## src/rtl/reset_sequencer_pkg.sv

```systemverilog
// reset_sequencer_pkg
// Purpose : shared definitions for the reset sequencer slice.
//           - default parameter constants
//           - the sequencer FSM state enum
//           - a small max helper used when sizing counters
// Ports   : none (package)
package reset_sequencer_pkg;

  localparam int DEF_N_DOMAINS  = 4;
  localparam int DEF_SYNC_DEPTH = 3;
  localparam int DEF_PULSE_MIN  = 16;
  localparam int DEF_GAP_CYCLES = 8;

  // ASSERT waits for the power-on sync chain.
  // HOLD keeps every domain in reset for the minimum pulse.
  // RELEASE frees one domain per gap interval.
  // RUN is the steady state.
  typedef enum logic [1:0] {
    ST_ASSERT,
    ST_HOLD,
    ST_RELEASE,
    ST_RUN
  } seqState_e;

  function automatic int maxInt(input int a, input int b);
    return (a > b) ? a : b;
  endfunction

endpackage

```

## src/rtl/reset_sequencer_if.sv

```systemverilog
// reset_sequencer_if
// Purpose : bundles the sequencer's request/status signals.
// Signals : io_sw_req  - asynchronous warm-reset request (into the sequencer)
//           io_rst_out - active-high per-domain resets (bit 0 releases first)
//           io_busy    - high while a sequence is in progress
//           io_done    - high only once every domain has been released
// Modports: master - the sequencer side
//           slave  - the consumer / requester side
interface reset_sequencer_if
  import reset_sequencer_pkg::*;
#(
  parameter int N_DOMAINS = DEF_N_DOMAINS
) ();

  logic                 io_sw_req;
  logic [N_DOMAINS-1:0] io_rst_out;
  logic                 io_busy;
  logic                 io_done;

  modport master (
    input  io_sw_req,
    output io_rst_out,
    output io_busy,
    output io_done
  );

  modport slave (
    output io_sw_req,
    input  io_rst_out,
    input  io_busy,
    input  io_done
  );

endinterface

```

## src/rtl/reset_sequencer_sync_chain.sv

```systemverilog
// reset_sync_chain
// Purpose : DEPTH-stage shift register used both as a reset-release
//           synchronizer (input tied high) and as a metastability
//           synchronizer for the asynchronous warm-reset request.
// Ports   : clock - sole clock
//           reset - asynchronous active-high clear (all stages to 0)
//           io_d  - data input (may be asynchronous to clock)
//           io_q  - synchronized output, last stage of the chain
module reset_sync_chain #(
  parameter int DEPTH = 3
) (
  input  logic clock,
  input  logic reset,
  input  logic io_d,
  output logic io_q
);

  logic [DEPTH-1:0] chain_q;

  // Shift io_d in at the low end; reset clears every stage so the output
  // only rises DEPTH edges after a high input is first sampled.
  always_ff @(posedge clock or posedge reset) begin
    if (reset) begin
      chain_q <= '0;
    end else begin
      chain_q <= {chain_q[DEPTH-2:0], io_d};
    end
  end

  assign io_q = chain_q[DEPTH-1];

endmodule

```

## src/rtl/reset_sequencer.sv

```systemverilog
// reset_sequencer
// Purpose : sequences N_DOMAINS active-high resets. After power-on reset
//           or a warm-reset request it holds all domains in reset for
//           PULSE_MIN cycles, then releases domain 0, 1, ... one every
//           GAP_CYCLES cycles, and finally reports done.
// Ports   : clock - sole clock
//           reset - asynchronous active-high reset
//           bus   - reset_sequencer_if.master
//                   (io_sw_req in; io_rst_out, io_busy, io_done out)
module reset_sequencer
  import reset_sequencer_pkg::*;
#(
  parameter int N_DOMAINS  = DEF_N_DOMAINS,
  parameter int SYNC_DEPTH = DEF_SYNC_DEPTH,
  parameter int PULSE_MIN  = DEF_PULSE_MIN,
  parameter int GAP_CYCLES = DEF_GAP_CYCLES
) (
  input  logic              clock,
  input  logic              reset,
  reset_sequencer_if.master bus
);

  localparam int CNT_W = $clog2(maxInt(PULSE_MIN, GAP_CYCLES) + 1);
  localparam int IDX_W = $clog2(N_DOMAINS);

  localparam logic [CNT_W-1:0] HOLD_LAST = CNT_W'(PULSE_MIN - 1);
  localparam logic [CNT_W-1:0] GAP_LAST  = CNT_W'(GAP_CYCLES - 1);
  localparam logic [CNT_W-1:0] CNT_ONE   = CNT_W'(1);
  localparam logic [IDX_W-1:0] IDX_LAST  = IDX_W'(N_DOMAINS - 1);
  localparam logic [IDX_W-1:0] IDX_ONE   = IDX_W'(1);

  logic                 porSync;
  logic                 swSync;
  logic                 swPrev_q;
  logic                 swRise;
  seqState_e            state_q;
  logic [CNT_W-1:0]     cnt_q;
  logic [IDX_W-1:0]     idx_q;
  logic [N_DOMAINS-1:0] rstOut_q;
  logic                 busy_q;
  logic                 done_q;

  // Power-on chain: input tied high, so its output marks the point where
  // reset deassertion has been safely synchronized into the clock domain.
  reset_sync_chain #(.DEPTH(SYNC_DEPTH)) uPorSync (
    .clock (clock),
    .reset (reset),
    .io_d  (1'b1),
    .io_q  (porSync)
  );

  // Warm-request chain: brings the asynchronous request into the domain.
  reset_sync_chain #(.DEPTH(SYNC_DEPTH)) uSwSync (
    .clock (clock),
    .reset (reset),
    .io_d  (bus.io_sw_req),
    .io_q  (swSync)
  );

  // A request counts once per 0->1 transition, so a held request cannot
  // retrigger after the sequence it started has finished.
  assign swRise = swSync & ~swPrev_q;

  // Sequencer FSM. All outputs are registered here so io_rst_out has no
  // combinational path from any input. cnt_q counts cycles within HOLD
  // and within each RELEASE gap; idx_q names the next domain to free.
  always_ff @(posedge clock or posedge reset) begin
    if (reset) begin
      state_q  <= ST_ASSERT;
      cnt_q    <= '0;
      idx_q    <= '0;
      rstOut_q <= '1;
      busy_q   <= 1'b1;
      done_q   <= 1'b0;
      swPrev_q <= 1'b0;
    end else begin
      swPrev_q <= swSync;
      case (state_q)
        ST_ASSERT: begin
          rstOut_q <= '1;
          if (porSync) begin
            state_q <= ST_HOLD;
            cnt_q   <= '0;
          end
        end
        ST_HOLD: begin
          if (cnt_q == HOLD_LAST) begin
            rstOut_q[0] <= 1'b0;
            cnt_q       <= '0;
            idx_q       <= IDX_ONE;
            state_q     <= ST_RELEASE;
          end else begin
            cnt_q <= cnt_q + CNT_ONE;
          end
        end
        ST_RELEASE: begin
          if (cnt_q == GAP_LAST) begin
            rstOut_q[idx_q] <= 1'b0;
            cnt_q           <= '0;
            if (idx_q == IDX_LAST) begin
              state_q <= ST_RUN;
              busy_q  <= 1'b0;
              done_q  <= 1'b1;
            end else begin
              idx_q <= idx_q + IDX_ONE;
            end
          end else begin
            cnt_q <= cnt_q + CNT_ONE;
          end
        end
        ST_RUN: begin
          // Warm reset skips ASSERT: the request chain already provided
          // the synchronization delay.
          if (swRise) begin
            rstOut_q <= '1;
            cnt_q    <= '0;
            idx_q    <= '0;
            busy_q   <= 1'b1;
            done_q   <= 1'b0;
            state_q  <= ST_HOLD;
          end
        end
        default: begin
          state_q <= ST_ASSERT;
        end
      endcase
    end
  end

  assign bus.io_rst_out = rstOut_q;
  assign bus.io_busy    = busy_q;
  assign bus.io_done    = done_q;

endmodule

```

## src/flat_wrapper.sv

```systemverilog
// flat-port wrapper written by rule: the top's interface ports become plain ports
module reset_sequencer_flat import reset_sequencer_pkg::*;
#(
  parameter int N_DOMAINS  = DEF_N_DOMAINS,
  parameter int SYNC_DEPTH = DEF_SYNC_DEPTH,
  parameter int PULSE_MIN  = DEF_PULSE_MIN,
  parameter int GAP_CYCLES = DEF_GAP_CYCLES
)
  (clock, reset, bus_io_sw_req, bus_io_rst_out, bus_io_busy, bus_io_done);
  reset_sequencer_if #(.N_DOMAINS(N_DOMAINS)) bus_i ();
  input  logic clock;
  input  logic reset;
  input wire logic [$bits(bus_i.io_sw_req)-1:0] bus_io_sw_req;
  output wire logic [$bits(bus_i.io_rst_out)-1:0] bus_io_rst_out;
  output wire logic [$bits(bus_i.io_busy)-1:0] bus_io_busy;
  output wire logic [$bits(bus_i.io_done)-1:0] bus_io_done;
  assign bus_i.io_sw_req = bus_io_sw_req;
  assign bus_io_rst_out = bus_i.io_rst_out;
  assign bus_io_busy = bus_i.io_busy;
  assign bus_io_done = bus_i.io_done;
  reset_sequencer #(.N_DOMAINS(N_DOMAINS), .SYNC_DEPTH(SYNC_DEPTH), .PULSE_MIN(PULSE_MIN), .GAP_CYCLES(GAP_CYCLES)) u_core (.clock(clock), .reset(reset), .bus(bus_i));
endmodule
```

## config.mk

```make
export PLATFORM = sky130hd
export DESIGN_NAME = reset_sequencer_flat
export DESIGN_NICKNAME = d
export VERILOG_FILES = /design/src/rtl/reset_sequencer_pkg.sv /design/src/rtl/reset_sequencer_if.sv /design/src/rtl/reset_sequencer_sync_chain.sv /design/src/rtl/reset_sequencer.sv /design/src/flat_wrapper.sv
export SDC_FILE = /design/constraint.sdc
export NUM_CORES = 1
export LEC_CHECK = 0
export CELL_PAD_IN_SITES_DETAIL_PLACEMENT = 0
export CELL_PAD_IN_SITES_GLOBAL_PLACEMENT = 1
export CORE_ASPECT_RATIO = 1.75
export CORE_MARGIN = 3
export CORE_UTILIZATION = 48
export CTS_CLUSTER_SIZE = 16
export DETAILED_ROUTE_END_ITERATION = 8
export PLACE_DENSITY_LB_ADDON = 0.3
export RECOVER_POWER = 100
export SYNTH_ARGS = -nofsm -noshare
export SYNTH_HDL_FRONTEND = slang
export SYNTH_SLANG_ARGS = --single-unit
```

## constraint.sdc

```tcl
create_clock -name clock -period 5.03 [get_ports clock]
set_input_delay 1.509 -clock clock [delete_from_list [all_inputs] [get_ports clock]]
set_output_delay 1.509 -clock clock [all_outputs]
set_load 0.01 [all_outputs]
```

* Word-level counts from Yosys, hierarchy flattened *
Cells that the tools add are included.

operators by class
  $add $sub $neg = 2
  magnitude comparators = 2
  multiplexer cells = 31
  equal/unequal tests = 12
  reductions and logical operators = 11
  bitwise operators = 4

operators by type and width
  cell                                                                           number
  5-bit two-way mux                                                              4
  5-bit one-hot mux with 4 select lines                                          1
  2-bit two-way mux                                                              9
  5-bit AND reduction                                                            2
  3-bit one-hot mux with 3 select lines                                          1
  1-bit two-way mux                                                              8
  4-bit two-way mux                                                              2
  2-bit by 1-bit inequality test with 1-bit output (second input constant)       4
  2-bit one-hot mux with 4 select lines                                          1
  2-bit equality test (second input constant)                                    3
  2-bit one-hot mux with 3 select lines                                          1
  3-bit AND reduction                                                            2
  3-bit nonzero test                                                             2
  5-bit by 1-bit adder with 5-bit output (second input constant)                 1
  5-bit by 3-bit equality test with 1-bit output (second input constant)         1
  5-bit by 4-bit equality test with 1-bit output (second input constant)         1
  4-bit bitwise AND                                                              1
  2-bit inequality test (second input constant)                                  2
  4-bit NOT                                                                      1
  1-bit one-hot mux with 2 select lines                                          2
  1-bit one-hot mux with 4 select lines                                          1
  4-bit AND reduction                                                            1
  2-bit by 3-bit less-than comparator with 1-bit output (second input constant)  1
  2-bit by 1-bit adder with 2-bit output (second input constant)                 1
  9 further kinds                                                                9

word-level totals
  word-level logic and storage cells = 72
  register bits = 22
  output and inout port bits = 6
  bits of input ports = 3

* Depth between registers and ports, before layout *
  depth in word-level cells = 8
  mapped depth = 8
  depth with buffers taken out = 8

* Modules after synthesis *
From an unflattened synthesis, not the netlist that was laid out.

second synthesis, totals
  cells, all modules = 112
  area total of the unflattened synthesis = 1169.9 um2

modules (own cells, without submodules)
  module            area an instance (um2)  instances  seq. area each (um2)  cells each
  reset_sequencer   1012.2                  1          406.6                 104
  reset_sync_chain  78.8                    2          75.1                  4

* Least setup slack after synthesis *
No wires, ideal clock.

  path type = reg-to-output
  start = register u_core.busy_q, in the netlist u_core.bus.io_busy
  end = output port bus_io_busy
  path buffers = 0
  cell stages (with the launch flop) = 1
  required time = 3.521 ns
  path slack = 2.984 ns
  arrival time = 0.537 ns
  cells stage by stage = dfstp_2

RTL lines
  item                      line                    source
  start: declaration        reset_sequencer.sv:40   logic busy_q;
  start signal: assignment  reset_sequencer.sv:73   busy_q <= 1'b1;
  start signal: assignment  reset_sequencer.sv:102  busy_q <= 1'b0;
  start signal: assignment  reset_sequencer.sv:118  busy_q <= 1'b1;
  end: declaration          flat_wrapper.sv:15      output wire logic [$bits(bus_i.io_busy)-1:0] bus_io_busy;

No word-level cell between the ends.

* Worst setup path after layout *
  start = register u_core.busy_q, in the netlist u_core.bus.io_busy
  end = output port bus_io_busy

No word-level cell between the ends.

==> results_dict.tcl <==
set metrics [dict create \
    critPathKind "flip-flop to output port" \
    hold-path-cell-count 0 \
    slew_headroom_pct 44.98 \
    port_buffers 8 \
    grt_max_degree 23 \
    skew_ns 0.002254 \
    first_global_vias 908 \
    period_needed_ns 2.917 \
    viasPerCell 5.692 \
    utilization_pct 57.45 \
    cp-end-kind "output port" \
    powerDensity_nw_per_um2 571.3 \
    reg2reg_from "u_core.state_q[0]" \
    seq_area_sq_um 556.8 \
    core_area_sq_um 2302 \
    vias 814 \
    hold_start "u_core.uPorSync.chain_q[0]" \
    outcome "complete, no violations" \
    critical_path_depth 1 \
    grt_usage_pct 17.49 \
    start_util_pct 51.20 \
    synth_edf_count 0 \
    ant_nets 0 \
    die-area_sq_um 3110 \
    clock_latency_ns 0.27 \
    cp-start-kind "flip-flop" \
    netlist_top_cells_area "dfrtp_1 36%, ha_1 13%, dfstp_2 11%, o21ai_0 5.5%, o31ai_1 3.8%" \
    vdd_drop_max_mv 0.3337 \
    maxCapViolations 0 \
    drv_slew 0 \
    drt-wirelength-per-cell_um 15.91 \
    r2r_cells 6 \
    root_buffer "clkbuf_8" \
    cts_max_level 1 \
    syn_inst 107 \
    setup-tns-final_ns 0 \
    crit_arrival_ns 1.41 \
    antenna_found_initial 0 \
    dpl.hpwl_mm 1.709 \
    die_x_um 43.46 \
    final_common_cell "dfrtp_1" \
    post_cts_buffers 0 \
    drive_above_1_share_pct 11.86 \
    fill_cells 219 \
    finalHoldViolCount 0 \
    tritoncts "built" \
    dr.first_iter.drc_count 15 \
    drc 0 \
    wirelength_mm 2.275 \
    holdBufCountCts 0 \
    synth-seq-cells 22 \
    yosys_warnings 0 \
    yosysTopAreaCell "dfrtp_1" \
    worst-path-buf-inv 1 \
    cp_max_fo 3 \
    leakagePower_nw 0.6019 \
    numCtsBuffers 3 \
    syn-cell-area_sq_um 1179 \
    final.period_utilization_pct 57.99 \
    clk_path_buf_depth 2 \
    io_pins 9 \
    grt_pass1_wl_mm 4.098 \
    cp_slowest_cell "dlygate4sd3_1" \
    tightest_slew_ns 0.8244 \
    final_cell_mix "17 x dfrtp_1, 13 x o21ai_0, 12 x ha_1" \
    yosysTopAreaCellShare_pct 36.09 \
    die_h_um 71.55 \
    max_stage_delay_ns 0.60 \
    syn-num-nets 122 \
    power_w 0.0007555 \
    ys_dominant_reg_cell "dfrtp_1" \
    fin_nets 134 \
    areaGrowthSynthToFinish_pct 12.21 \
    grt_overflow_total 0 \
    synth_cell_types 36 \
    clock.fmax_ghz 0.3428 \
    cts_resized 0 \
    crit_start "u_core.bus.io_busy" \
    setup_viol_count_final 0 \
    diodes 0 \
    crit_required_ns 3.52 \
    syn_area_per_cell_sq_um 11.02 \
    multi_input_area_sq_um 549.3 \
    seq_area_frac_synth_pct 47.24 \
    rsz0062_at_grt "no" \
    synthArstFlopShare_pct 100.0 \
    min_path_type "flip-flop to flip-flop" \
    cp_top_family "buffers and inverters" \
    gp_congestion 0.7624 \
    rows 23 \
    crit_chain "dlygate4sd3_1" \
    firstDrtPassIters 4 \
    cts.clk_slew.worst_paths_ns 0.08 \
    cts_sinks 22 \
]
cell usage after synthesis (2+ instances only):
library cell and count:
dfrtp_1 17, o21ai_0 13, ha_1 12, inv_1 8, nand2_1 6, nor2_1 6
o31ai_1 6, dfstp_2 5, nand2b_1 4, nand3_1 3, and2_1 2
final cells by class:
type / count / area share, %
Tap cell: 25 / 2.365
Timing Repair Buffer: 8 / 6.055
Clock inverter: 1 / 2.271
Sequential cell: 22 / 42.10
Inverter: 9 / 2.554
Multi-Input combinational cell: 75 / 41.53
Clock buffer: 3 / 3.122
through the flow:
stage | instance area [sq um] | setup slack (ns) | instances | hold WS (ns)
2_1_floorplan | 1179 | 2.984 | 107 | 0.3312
3_3_place_gp | 1279 | 2.472 | 139 | 0.3333
3_5_place_dp | 1279 | 2.459 | 139 | 0.3347
4_1_cts | 1350 | 2.169 | 143 | 0.3536
5_1_grt | 1323 | 2.078 | 143 | 0.3631
6_report | 1323 | 2.113 | 143 | 0.3524
routing by layer:
metal / vias up / global-route usage [%] / share of wire, %
li1: 399 / - / -
met1: 391 / 20.03 / 39
met2: 14 / 29.98 / 55
met3: 10 / 2.513 / 1.9
met4: 0 / 10.07 / 4.4
met5: - / 0 / 0
kinds of logic after synthesis:
group,share of synthesized area [%]
adder cells (fa/ha/maj),12.74
multiplexers,2.123
AO/OA/AOI/OAI,17.84
other,0.3182
AND/OR/NAND/NOR,15.92
buffers and inverters,3.821
flip-flops,47.24
flip-flops by register name (all words and copies together) (netlist names):
| register | flops |
|---|---|
| u_core.bus.io_done | 1 |
| u_core.idx_q | 2 |
| u_core.bus.io_rst_out | 4 |
| u_core.cnt_q | 5 |
| u_core.bus.io_busy | 1 |
| u_core.uSwSync.chain_q | 3 |
| u_core.state_q | 2 |
| u_core.swPrev_q | 1 |
| u_core.uPorSync.chain_q | 3 |
power breakdown:
group / switching (W) / internal, W / total [W]
Combinational: 0.000191 / 0.000142 / 0.000333
Clock: 0.0000581 / 0.000106 / 0.000164
Sequential: 0.0000293 / 0.000228 / 0.000258
final timing paths:
path / endpoint / slack [ns]
worst max-delay path: bus_io_busy / 2.11
worst min-delay path: u_core.uPorSync.chain_q[1] / 0.35
worst max register to register: u_core.idx_q[0] / 2.58
worst min register to register: u_core.uPorSync.chain_q[1] / 0.35
max in group asynchronous: u_core.state_q[0] / 2.69
min in group asynchronous: u_core.swPrev_q / 1.84
Power figures use the tool's default switching activity.
